$ cat src/rtl/fetch_pkg.sv
// Shared definitions for the instruction-fetch stage: word width, reset
// defaults, the fetch FSM state type and a few instruction encodings.
`ifndef FETCH_WORD_DEFINED
`define FETCH_WORD_DEFINED
`define WORD 31:0
`endif

package fetch_pkg;

    localparam int WORD_W = 32;

    // Encodings needed to build the canonical bubble instruction (addi x0,x0,0)
    localparam logic [6:0] OP_IMM    = 7'b0010011;
    localparam logic [2:0] F3_ADDI   = 3'b000;

    localparam logic [WORD_W-1:0] RESET_PC_DEFAULT  = 32'h0000_0000;
    localparam logic [WORD_W-1:0] NOP_INSTR_DEFAULT = {12'd0, 5'd0, F3_ADDI, 5'd0, OP_IMM};

    // Fetch register payload: {valid, instr, pc}
    localparam int FREG_W = 1 + 2 * WORD_W;

    typedef enum logic [2:0] {
        S_REQ,
        S_WAIT,
        S_DROP,
        S_HOLD,
        S_HALT
    } fetch_state_t;

    // Sequential next PC; wraps naturally at 2^32
    function automatic logic [WORD_W-1:0] pc_plus4(input logic [WORD_W-1:0] pc);
        return pc + 32'd4;
    endfunction

    // Redirect targets are forced to word alignment
    function automatic logic [WORD_W-1:0] align_word(input logic [WORD_W-1:0] addr);
        return {addr[WORD_W-1:2], 2'b00};
    endfunction

endpackage

$ cat src/rtl/fetch_if.sv
// Instruction-memory request/response bus between fetch (master) and memory.
interface fetch_if;
    import fetch_pkg::*;

    logic              imemReq;
    logic [WORD_W-1:0] imemAddr;
    logic              imemGnt;
    logic              imemRvalid;
    logic [WORD_W-1:0] imemRdata;

    modport master (
        output imemReq,
        output imemAddr,
        input  imemGnt,
        input  imemRvalid,
        input  imemRdata
    );

    modport slave (
        input  imemReq,
        input  imemAddr,
        output imemGnt,
        output imemRvalid,
        output imemRdata
    );
endinterface

$ cat src/rtl/flopenrc.sv
// Register with enable, synchronous clear and synchronous reset.
// Clear and reset both load RESET_VAL; clear wins over enable.
module flopenrc #(
    parameter int               WIDTH     = 8,
    parameter logic [WIDTH-1:0] RESET_VAL = '0
) (
    input  logic             clk,
    input  logic             reset,
    input  logic             en,
    input  logic             clr,
    input  logic [WIDTH-1:0] d,
    output logic [WIDTH-1:0] q
);

    // Storage: reset, then clear, then enabled load
    always_ff @(posedge clk) begin
        if (reset) begin
            q <= RESET_VAL;
        end else if (clr) begin
            q <= RESET_VAL;
        end else if (en) begin
            q <= d;
        end
    end

endmodule

$ cat src/rtl/fetch.sv
// Instruction fetch stage: one outstanding memory request at a time, a
// one-entry skid buffer for responses arriving under stall, redirect and
// halt handling, and the fetch register feeding decode.
module fetch
    import fetch_pkg::*;
#(
    parameter logic [`WORD] RESET_PC  = RESET_PC_DEFAULT,
    parameter logic [`WORD] NOP_INSTR = NOP_INSTR_DEFAULT
) (
    input  logic         clk,
    input  logic         reset,
    fetch_if.master      imem,
    input  logic         pcSrcE,
    input  logic [`WORD] pcTargetE,
    input  logic         stallF,
    input  logic         haltE,
    output logic [`WORD] pcD,
    output logic [`WORD] instrD,
    output logic         validD
);

    fetch_state_t state_reg, state_next;
    logic [`WORD] pc_f_reg, pc_f_next;
    logic         skid_valid_reg, skid_valid_next;
    logic [`WORD] skid_pc_reg, skid_pc_next;
    logic [`WORD] skid_instr_reg, skid_instr_next;

    logic              handshake;
    logic              load;
    logic [`WORD]      load_pc;
    logic [`WORD]      load_instr;
    logic              freg_clr;
    logic [FREG_W-1:0] freg_d;
    logic [FREG_W-1:0] freg_q;
    logic [`WORD]      target;

    // Request is suppressed while reset is held so nothing is issued in reset cycles
    assign imem.imemReq  = (state_reg == S_REQ) && !reset;
    assign imem.imemAddr = pc_f_reg;
    assign handshake     = imem.imemReq && imem.imemGnt;
    assign target        = align_word(pcTargetE);

    // Next-state, PC and skid-buffer logic; halt outranks redirect outranks stall
    always_comb begin
        state_next      = state_reg;
        pc_f_next       = pc_f_reg;
        skid_valid_next = skid_valid_reg;
        skid_pc_next    = skid_pc_reg;
        skid_instr_next = skid_instr_reg;
        load            = 1'b0;
        load_pc         = pc_f_reg;
        load_instr      = imem.imemRdata;

        if (haltE) begin
            state_next      = S_HALT;
            skid_valid_next = 1'b0;
        end else begin
            case (state_reg)
                S_REQ: begin
                    if (pcSrcE) begin
                        pc_f_next  = target;
                        // An accepted request still owes a response that must be discarded
                        state_next = handshake ? S_DROP : S_REQ;
                    end else if (handshake) begin
                        state_next = S_WAIT;
                    end
                end
                S_WAIT: begin
                    if (pcSrcE) begin
                        pc_f_next  = target;
                        state_next = imem.imemRvalid ? S_REQ : S_DROP;
                    end else if (imem.imemRvalid) begin
                        if (stallF) begin
                            skid_valid_next = 1'b1;
                            skid_pc_next    = pc_f_reg;
                            skid_instr_next = imem.imemRdata;
                            state_next      = S_HOLD;
                        end else begin
                            load       = 1'b1;
                            pc_f_next  = pc_plus4(pc_f_reg);
                            state_next = S_REQ;
                        end
                    end
                end
                S_DROP: begin
                    if (pcSrcE) begin
                        pc_f_next = target;
                    end
                    // Leave only once the stale response has been swallowed
                    if (imem.imemRvalid) begin
                        state_next = S_REQ;
                    end
                end
                S_HOLD: begin
                    if (pcSrcE) begin
                        pc_f_next       = target;
                        skid_valid_next = 1'b0;
                        state_next      = S_REQ;
                    end else if (!stallF && skid_valid_reg) begin
                        load            = 1'b1;
                        load_pc         = skid_pc_reg;
                        load_instr      = skid_instr_reg;
                        skid_valid_next = 1'b0;
                        pc_f_next       = pc_plus4(pc_f_reg);
                        state_next      = S_REQ;
                    end
                end
                S_HALT: begin
                    state_next = S_HALT;
                end
                default: begin
                    state_next = S_REQ;
                end
            endcase
        end
    end

    // Bubble when decode advances without a new instruction; flush on halt/redirect
    always_comb begin
        freg_clr = haltE || pcSrcE || (!stallF && !load);
        freg_d   = {1'b1, load_instr, load_pc};
    end

    // State, PC and skid-buffer registers
    always_ff @(posedge clk) begin
        if (reset) begin
            state_reg      <= S_REQ;
            pc_f_reg       <= RESET_PC;
            skid_valid_reg <= 1'b0;
            skid_pc_reg    <= '0;
            skid_instr_reg <= NOP_INSTR;
        end else begin
            state_reg      <= state_next;
            pc_f_reg       <= pc_f_next;
            skid_valid_reg <= skid_valid_next;
            skid_pc_reg    <= skid_pc_next;
            skid_instr_reg <= skid_instr_next;
        end
    end

    flopenrc #(
        .WIDTH     (FREG_W),
        .RESET_VAL ({1'b0, NOP_INSTR, 32'h0000_0000})
    ) u_freg (
        .clk   (clk),
        .reset (reset),
        .en    (load),
        .clr   (freg_clr),
        .d     (freg_d),
        .q     (freg_q)
    );

    assign {validD, instrD, pcD} = freg_q;

endmodule

$ cat src/flat_wrapper.sv
// flat-port wrapper written by rule: the top's interface ports become plain ports
module fetch_flat import fetch_pkg::*;
#(
    parameter logic [`WORD] RESET_PC  = RESET_PC_DEFAULT,
    parameter logic [`WORD] NOP_INSTR = NOP_INSTR_DEFAULT
)
  (clk, reset, pcSrcE, pcTargetE, stallF, haltE, pcD, instrD, validD, imem_imemReq, imem_imemAddr, imem_imemGnt, imem_imemRvalid, imem_imemRdata);
  fetch_if imem_i ();
  input  logic clk;
  input  logic reset;
  input  logic pcSrcE;
  input  logic [`WORD] pcTargetE;
  input  logic stallF;
  input  logic haltE;
  output logic [`WORD] pcD;
  output logic [`WORD] instrD;
  output logic validD;
  output wire logic [$bits(imem_i.imemReq)-1:0] imem_imemReq;
  output wire logic [$bits(imem_i.imemAddr)-1:0] imem_imemAddr;
  input wire logic [$bits(imem_i.imemGnt)-1:0] imem_imemGnt;
  input wire logic [$bits(imem_i.imemRvalid)-1:0] imem_imemRvalid;
  input wire logic [$bits(imem_i.imemRdata)-1:0] imem_imemRdata;
  assign imem_imemReq = imem_i.imemReq;
  assign imem_imemAddr = imem_i.imemAddr;
  assign imem_i.imemGnt = imem_imemGnt;
  assign imem_i.imemRvalid = imem_imemRvalid;
  assign imem_i.imemRdata = imem_imemRdata;
  fetch #(.RESET_PC(RESET_PC), .NOP_INSTR(NOP_INSTR)) u_core (.clk(clk), .reset(reset), .imem(imem_i), .pcSrcE(pcSrcE), .pcTargetE(pcTargetE), .stallF(stallF), .haltE(haltE), .pcD(pcD), .instrD(instrD), .validD(validD));
endmodule
$ cat config.mk
export PLATFORM = sky130hd
export DESIGN_NAME = fetch_flat
export DESIGN_NICKNAME = d
export VERILOG_FILES = /design/src/rtl/fetch_pkg.sv /design/src/rtl/fetch_if.sv /design/src/rtl/flopenrc.sv /design/src/rtl/fetch.sv /design/src/flat_wrapper.sv
export SDC_FILE = /design/constraint.sdc
export NUM_CORES = 1
export LEC_CHECK = 0
export CORE_MARGIN = 3
export CORE_UTILIZATION = 45
export DETAILED_ROUTE_END_ITERATION = 16
export PLACE_DENSITY_LB_ADDON = 0.1
export REMOVE_ABC_BUFFERS = 1
export SETUP_SLACK_MARGIN = 0.3
export SYNTH_ARGS = -nofsm -noshare
export SYNTH_HDL_FRONTEND = slang
export SYNTH_SLANG_ARGS = --single-unit
$ cat constraint.sdc
create_clock -name clk -period 1.99 [get_ports clk]
set_clock_uncertainty 0.15 [all_clocks]
set_input_delay 0.398 -clock clk [delete_from_list [all_inputs] [get_ports clk]]
set_output_delay 0.398 -clock clk [all_outputs]
set_load 0.005 [all_outputs]
* Word-level counts from Yosys, hierarchy flattened
Cells that the tools add are included.
Storage, ports and cells: logic and storage cells 87, memories 0, register bits after elaboration 165, bits in writable memories 0, latch bits 0, memory bits (read-only) 0, output and inout bits 98
Operators by class: equal/unequal tests 17, multiply operators 0, bitwise logic cells 2, div/mod/pow operators 0, mux-type cells 40, magnitude comparators 0, reduce and logical (&&, ||, !) cells 20, add/sub/neg operators 1, shift-type cells 0
Operators by type and width (count):
- $mux W32 | 14
- $pmux W32 S3 | 1
- $add A32 B3 Y32 const B | 1
- $mux W3 | 8
- $pmux W3 S5 | 1
- $mux W1 | 11
- $reduce_and A5 Y1 | 2
- $ne A3 B3 Y1 const B | 3
- $ne A2 B2 Y1 const B | 4
- $ne A4 B3 Y1 const B | 2
- $reduce_and A4 Y1 | 2
- $eq A3 B2 Y1 const B | 2
- $mux W2 | 3
- $ne A3 B2 Y1 const B | 2
- $reduce_and A6 Y1 | 1
- $reduce_or A2 Y1 | 3
- $logic_and A1 B1 Y1 | 4
- $ne A4 B4 Y1 const B | 1
- $pmux W1 S2 | 2
- $eq A3 B1 Y1 const B | 1
- $eq A3 B3 Y1 const B | 1
- $logic_not A1 Y1 | 3
- $logic_not A3 Y1 | 1
- $reduce_bool A3 Y1 | 1
- other kinds (4) | 6

* Depth between registers and ports, before layout
Gate-level depths: netlist (run 1).
word-level depth 10, gate-level depth with buffers 8, depth with buffers taken out 6

* Cells and area by module
Synthesis (run 1) repeated with hierarchy kept, for this count alone.
Second synthesis, totals: cells, all modules 878, area total of the unflattened synthesis 7442.1 um2
By module, submodules not included:
- fetch | times used 1, area an instance 5129.9 um2, cells each 667, seq. area each 1921.8 um2
- flopenrc | times used 1, area an instance 2312.2 um2, cells each 211, seq. area each 1301.2 um2

* Worst setup path before layout (run 1)
OpenSTA, ideal clock, no wires.
path kind input to register, start input port pcSrcE, end register u_core.u_freg.q[54], path buffers 3, stages 8, data required time 1.707 ns, setup slack -0.154 ns, data arrival time 1.861 ns, path through buf_4 > nor4bb_4 > nand3_2 > nor2_4 > buf_6 > buf_8 > mux2i_1 > a211oi_2
Between the ends: cells in the longest elaborated chain, start to end 7, elaborated cells on any way between the ends 12, those cells by class mux: 7; reduce/logical: 5
Ends and longest elaborated chain:
- start: declaration | RTL line flat_wrapper.sv:11 | input logic pcSrcE;
- $mux W1 (on tied branches) | RTL line fetch.sv:95, fetch.sv:69
- $pmux W1 S2 | RTL line fetch.sv:58 | case (state_reg)
- $mux W1 | RTL line fetch.sv:54 | if (haltE) begin
- $logic_not A1 Y1 | RTL line fetch.sv:120 | freg_clr = haltE || pcSrcE || (!stallF && !load);
- $logic_and A1 B1 Y1 | RTL line fetch.sv:120
- $logic_or A1 B1 Y1 | RTL line fetch.sv:120
- $reduce_or A2 Y1 (no line)
- end signal: assignment | RTL line flopenrc.sv:18 | q <= RESET_VAL;
- end signal: assignment | RTL line flopenrc.sv:20 | q <= RESET_VAL;
- end signal: assignment | RTL line flopenrc.sv:22 | q <= d;
- end: declaration | RTL line flopenrc.sv:12 | output logic [WIDTH-1:0] q
Parallel ways exist; a longest one is shown, timed or not. A chain may end at the register's enable or synchronous reset.

* Worst setup path after layout (run 1)
start register u_core.state_reg[1], end register u_core.u_freg.q[25]
Between the ends: cells in the longest elaborated chain, start to end 7, elaborated cells on any way between the ends 10, those cells by class eq/ne: 2; mux: 4; reduce/logical: 4
Ends and longest elaborated chain:
- start: declaration | RTL line fetch.sv:22 | fetch_state_t state_reg, state_next;
- start signal: assignment | RTL line fetch.sv:133 | state_reg <= state_next;
- $eq A3 B2 Y1 or $eq A3 B1 Y1 (tied branches) | RTL line fetch.sv:58
- $pmux W1 S2 | RTL line fetch.sv:58
- $mux W1 | RTL line fetch.sv:54
- $logic_not A1 Y1 | RTL line fetch.sv:120
- $logic_and A1 B1 Y1 | RTL line fetch.sv:120
- $logic_or A1 B1 Y1 | RTL line fetch.sv:120
- $reduce_or A2 Y1 (no line)
Parallel ways exist; a longest one is shown, timed or not.

==> results of run 1 <==
==> power groups by stage <==
stage	combinational [W]	sequential, W	clock, W
detailed placement	0.000707	0.00332	0
global placement	0.000704	0.00332	0
finish	0.000919	0.00326	0.00329
floorplan	0.000213	0.00335	0
global route	0.000969	0.00326	0.00347
CTS	0.000792	0.00325	0.00329
==> area by class of cell <==
class	instances	area, µm²
multi-input combinational	640	4427
timing repair buffer	341	3756
fill	1008	3258
sequential	159	3226
clock buffer	18	429.2
tap	211	264.0
clock inverter	14	157.7
inverter	6	22.52
==> kinds of logic after synthesis <==
| logic type | after synthesis | synth area share |
|---|---|---|
| adders and majority gates | 1 | 0.001716 |
| and+or+nand+nor | 334 | 0.2046 |
| other | 1 | 0.0005144 |
| buffers and inverters | 83 | 0.05320 |
| muxes | 64 | 0.08855 |
| DFF | 159 | 0.4366 |
| AOI/OAI and AO/OA | 235 | 0.2149 |
==> per-layer routing <==
| metal | up-vias | GRT usage | share of wire |
|---|---|---|---|
| met5 | - | 0 | 0 |
| met4 | 0 | 0.09143 | 0.040 |
| met3 | 83 | 0.04607 | 0.058 |
| met2 | 350 | 0.4278 | 0.49 |
| met1 | 3863 | 0.3498 | 0.42 |
| li1 | 3697 | - | - |
==> worst register-to-register path: stages (launching register included) <==
cell and delay (ns):
dfxtp_2 0.34, nor4bb_4 0.35, nand3_2 0.17, buf_6 0.16
a21oi_4 0.17, buf_12 0.21, buf_4 0.19, nor2_1 0.06
a211oi_1 0.27
==> metrics by stage <==
stage	area (µm²)	util	setup WS (ns)
after global placement	9842	0.6333	-0.6725
after detailed placement	9842	0.6333	-0.7472
after CTS	11210	0.7213	-0.07598
after global routing	12280	0.7903	-0.2779
after floorplan	6937	-	-1.719
final	12280	0.7903	-0.2040
==> final timing paths <==
kind,end,slack (ns),cells past startpoint
hold reg to reg,u_core.skid_instr_reg[13]$_SDFFE_PP0P_,0.31,2
hold / removal,u_core.imem.imemAddr[5]$_SDFFE_PP0P_,0.25,3
setup reg to reg,u_core.u_freg.q[25]$_SDFFE_PP0P_,-0.20,8
setup / recovery,u_core.u_freg.q[25]$_SDFFE_PP0P_,-0.20,8
==> synth_stat cells (6+ instances only) <==
master and number:
nand2_1 161, dfxtp_1 159, nor2_1 97, a21oi_1 92, mux2i_1 60, a211oi_1 55, clkbuf_1 46, o21ai_0 19
buf_2 16, nand4_1 13, nand3_1 12, a211oi_2 11, buf_4 10, nor3_1 9, nor2b_1 7, o21ai_1 7
inv_1 6
==> timing repair <==
action / CTS / global route
setup endpoints to repair: 249 / 239
cloned: 6 / 17
setup buffers: 29 / 14
pin swaps: 37 / 34
resized for setup: 195 / 161
hold endpoints to repair: 0 / 0
==> results.yml, run 1 <==
run_status:
  status: "finished with violations"
  violations: "negative setup slack"
pwr:
  total_power_w: 0.007471
  power.internal_w: 0.005561
  switchingPower_w: 0.001911
  switching_share: 0.2557
  power_frac_clock: 0.441
  powerDensity_mw_per_mm2: 608.3
  pwr-share-comb: 0.123
  seq_power_share: 0.436
  ir_drop_mv: 0.5993
  power_leakage_nw: 4.538
finish:
  mostFrequentLayoutCell: "nand2_1"
  largest_register_ffs: 63
  insertedDiodeCount: 0
  area_growth_pct: 68.46
  layout-drive-gt1-share: 0.3404
  nNetsFinal: 1237
  final_cell_count_no_fill: 1389
  mostFrequentLayoutCells: "151 x nand2_1, 131 x dfxtp_1, 113 x clkdlybuf4s50_1, 93 x nor2_1, 89 x buf_4"
clock_network:
  cts_tree: "yes"
  numCtsBuffers: 17
  clkLatencyLatePin_ns: 0.44
  ctsHoldBuffers: 0
  cts_root_buf: "clkbuf_16"
  htree_levels: 4
  cts_buffer_depth: 2
  clkSinkCount: 159
  cts.clk_slew.worst_paths_ns: 0.07
global_routing:
  grt_pass1_vias: 7114
  grt_usage: 0.2616
  gr-total-overflow: 0
  grt_antenna_before_repair: 0
  grt_pass1_wl_um: 37810
  grt_max_degree: 48
routing:
  wirelength_um: 28320
  dr_total_vias: 7993
  firstDrtPassIters: 5
  drc: 0
  wl_per_cell_um: 20.39
  drt-initial-drc-count: 537
  viasPerCell: 5.754
  final_antenna_net_count: 0
timing:
  setup_violations: 133
  timing.fmax_ghz: 0.4558
  fin_tns_setup_ns: -10.10
  fin_ws_ns: -0.2040
  slew_headroom: 0.5473
  finalHoldViolations: 0
  period_needed_ns: 2.194
  whs_ns: 0.2521
  worstMarginPinSlew_ns: 0.6791
  rsz0062_at_grt: "true"
  slew_viol_final: 0
  fin_crit_sh: 1.102
floorplan:
  core_mm2: 0.01554
  die_w_um: 133.3
  die_h_um: 133.3
  die-area_mm2: 0.01776
  pin_count: 169
  initial_core_util: 0.4692
  num_rows: 45
worst_setup_path:
  critPathRequiredTime_ns: 2.16
  cp_num_buf_inv: 3
  slowest_delay_ns: 0.35
  crit_chain: "nor4bb_4, nand3_2, buf_6, a21oi_4, buf_12, buf_4, nor2_1, a211oi_1"
  cp.arrival_ns: 2.37
  end_kind: "flop"
  crit_path_start_kind: "flop"
  critPathMaxFanout: 27
  slowest_stage: "nor4bb_4"
  r2r_start: "u_core.state_reg[1]$_SDFFE_PP0P_"
  startpoint: "u_core.state_reg[1]$_SDFFE_PP0P_"
  crit_type: "flop to flop"
  cpLargestDelayFamily: "simple AND/OR/NAND/NOR gates"
logic_synthesis:
  yosys.area.top_type: "dfxtp_1"
  avgSynthCellArea_um2: 8.313
  ys_ff_latch: 159
  yosys_warnings: 0
  async_reset_ff_frac: 0
  synthCells: 877
  synthesis.area_mm2: 0.007291
  synth_edf_count: 0
  synth_top_area_share: 0.4366
  yosys.cell_types.count: 60
  synth.area.top_cells: "dfxtp_1 44%, nand2_1 8.3%, mux2i_1 8.2%, a21oi_1 6.3%, a211oi_1 5.7%"
  seq_area_frac_synth: 0.4366
  yosys_most_used_dff: "dfxtp_1"
place:
  dp.cells: 1291
  gp_congestion: 0.8781
  io_buffer_count: 162
  dpl.hpwl_um: 15010
worst_hold_path:
  min_from: "reset"
  hold_class: "input pin to flop"
flow_run:
  max_cap_viol_count: 0
No activity file was read; power rests on OpenSTA's default activity.
==> run 2, diff against run 1 <==
Settings changed: SLEW_MARGIN set to 20.
==> results of run 2 <==
The final DEF is identical to that of run 1; final timing and power are the same.
==> run 3, diff against run 2 <==
Settings changed: CORE_MARGIN 3 to 10.
==> results.yml, run 3 (synthesized netlist as in run 1, its figures left out) <==
worst_setup_path:
  cp.arrival_ns: 2.36
  critPathRequiredTime_ns: 2.18
  slowest_stage: "nor4bb_4"
  slowest_delay_ns: 0.37
  cp_common_cell: "buf_4"
  end_kind: "flop"
  crit_type: "flop to flop"
  crit_path_start_kind: "flop"
  crit_chain: "nor4bb_4, nand3_2, buf_4, a21oi_4, buf_4, buf_12, buf_16, nor2_1, a211oi_1"
  critPathMaxFanout: 11
global_routing:
  grt_antenna_before_repair: 0
  gr-total-overflow: 0
  grt_max_degree: 85
  grt_pass1_vias: 7085
  grt_usage: 0.2170
  grt_pass1_wl_um: 38510
timing:
  rsz0062_at_grt: "true"
  fin_ws_ns: -0.1879
  fin_tns_setup_ns: -6.827
  finalHoldViolations: 0
  period_needed_ns: 2.178
  slew_viol_final: 0
  fin_crit_sh: 1.094
  setup_violations: 78
  timing.fmax_ghz: 0.4592
floorplan:
  initial_core_util: 0.4590
  die_h_um: 147.3
  num_rows: 46
  pin_count: 169
  core_mm2: 0.01589
  die-area_mm2: 0.02169
  die_w_um: 147.3
clock_network:
  cts_buffer_depth: 2
  cts_root_buf: "clkbuf_16"
  clkLatencyLatePin_ns: 0.43
  cts_tree: "yes"
  numCtsBuffers: 17
  cts.clk_slew.worst_paths_ns: 0.06
  clkSinkCount: 159
  htree_levels: 4
routing:
  viasPerCell: 5.575
  drc: 0
  final_antenna_net_count: 0
  wl_per_cell_um: 19.15
  drt-initial-drc-count: 514
  firstDrtPassIters: 5
  dr_total_vias: 7694
  wirelength_um: 26420
run_status:
  violations: "negative setup slack"
  status: "finished with violations"
place:
  gp_congestion: 0.8655
  io_buffer_count: 162
  dpl.hpwl_um: 15830
finish:
  nNetsFinal: 1223
  mostFrequentLayoutCell: "nand2_1"
  area_growth_pct: 64.08
  mostFrequentLayoutCells: "161 x nand2_1, 139 x dfxtp_1, 94 x buf_4, 93 x nor2_1, 87 x a21oi_1"
  layout-drive-gt1-share: 0.2955
  insertedDiodeCount: 0
  largest_register_ffs: 63
  final_util: 0.7531
worst_hold_path:
  hold_class: "input pin to flop"
flow_run:
  max_cap_viol_count: 0
pwr:
  ir_drop_mv: 0.6790
  powerDensity_mw_per_mm2: 635.6
  power_leakage_nw: 4.853
==> run 3: cell types whose count changed in the layout (fill, tap and decap cells not counted), sizes merged <==
cell / previous run / this run
buf: 169 / 160
bufbuf: 0 / 1
bufinv: 2 / 3
clkbuf: 30 / 31
clkdlybuf4s15: 21 / 25
clkdlybuf4s50: 113 / 65
clkinv: 5 / 4
clkinvlp: 2 / 1
dlygate4sd2: 11 / 39
dlymetal6s2s: 15 / 29
inv: 11 / 9
o21ai: 27 / 26
or2: 3 / 2
==> run 3: worst max-delay path, delay by kind of cell, from the launching register on <==
kind | cells | cell delay [ns]
AOI/OAI and AO/OA | 2 | 0.37
and+or+nand+nor | 3 | 0.57
DFF | 1 | 0.33
buffers and inverters | 4 | 0.64
==> run 3: layout make-up <==
type                       instances  area, µm²
multi-input combinational        638       4240
timing repair buffer             329       3587
clock buffer                      21      480.5
tap                              216      270.3
clock inverter                    11      151.4
inverter                           6      22.52
fill                            1157       3923
sequential                       159       3211
==> run 3: where the power goes <==
| group | internal (W) | switching (W) | total (W) |
|---|---|---|---|
| sequential | 0.00322 | 0.0000328 | 0.00326 |
| clock | 0.00212 | 0.00136 | 0.00348 |
| combinational | 0.000453 | 0.000412 | 0.000866 |
==> run 3: final timing paths <==
path / start / end / slack, ns / cells after the start
setup / recovery: u_core.state_reg[0]$_SDFFE_PP0P_ / u_core.u_freg.q[12]$_SDFFE_PP0P_ / -0.19 / 9
hold / removal: reset / u_core.imem.imemAddr[5]$_SDFFE_PP0P_ / 0.24 / 3
setup reg to reg: u_core.state_reg[0]$_SDFFE_PP0P_ / u_core.u_freg.q[12]$_SDFFE_PP0P_ / -0.19 / 9
hold reg to reg: u_core.skid_pc_reg[25]$_SDFFE_PP0P_ / u_core.skid_pc_reg[25]$_SDFFE_PP0P_ / 0.30 / 2
==> run 3: repair_timing <==
action                     4_1_cts  5_1_grt
gates resized for setup        225      100
setup endpoints to repair      249      209
hold buffers                     0        0
setup buffers                   28       13
pin swaps                       49       34
cloned                           3       10
==> run 3: routing by layer <==
metal	vias up	GRT usage	wire length, µm
li1	3665	-	-
met1	3658	0.2755	11380
met5	-	0	0
met4	0	0.07532	731
met3	60	0.05252	1776
met2	311	0.3512	12530
==> run 3: metrics by stage <==
stage	instances	hold slack [ns]	setup WS [ns]	total power (W)	area, µm²
after floorplan	803	0.2800	-1.719	0.003563	6937
after global placement	1294	0.2910	-0.5815	0.004022	9883
after detailed placement	1294	0.2961	-0.6465	0.004026	9883
after CTS	1357	0.2422	-0.05763	0.007551	11200
after global routing	1380	0.2481	-0.2429	0.007832	11960
final	1380	0.2407	-0.1879	0.007603	11960
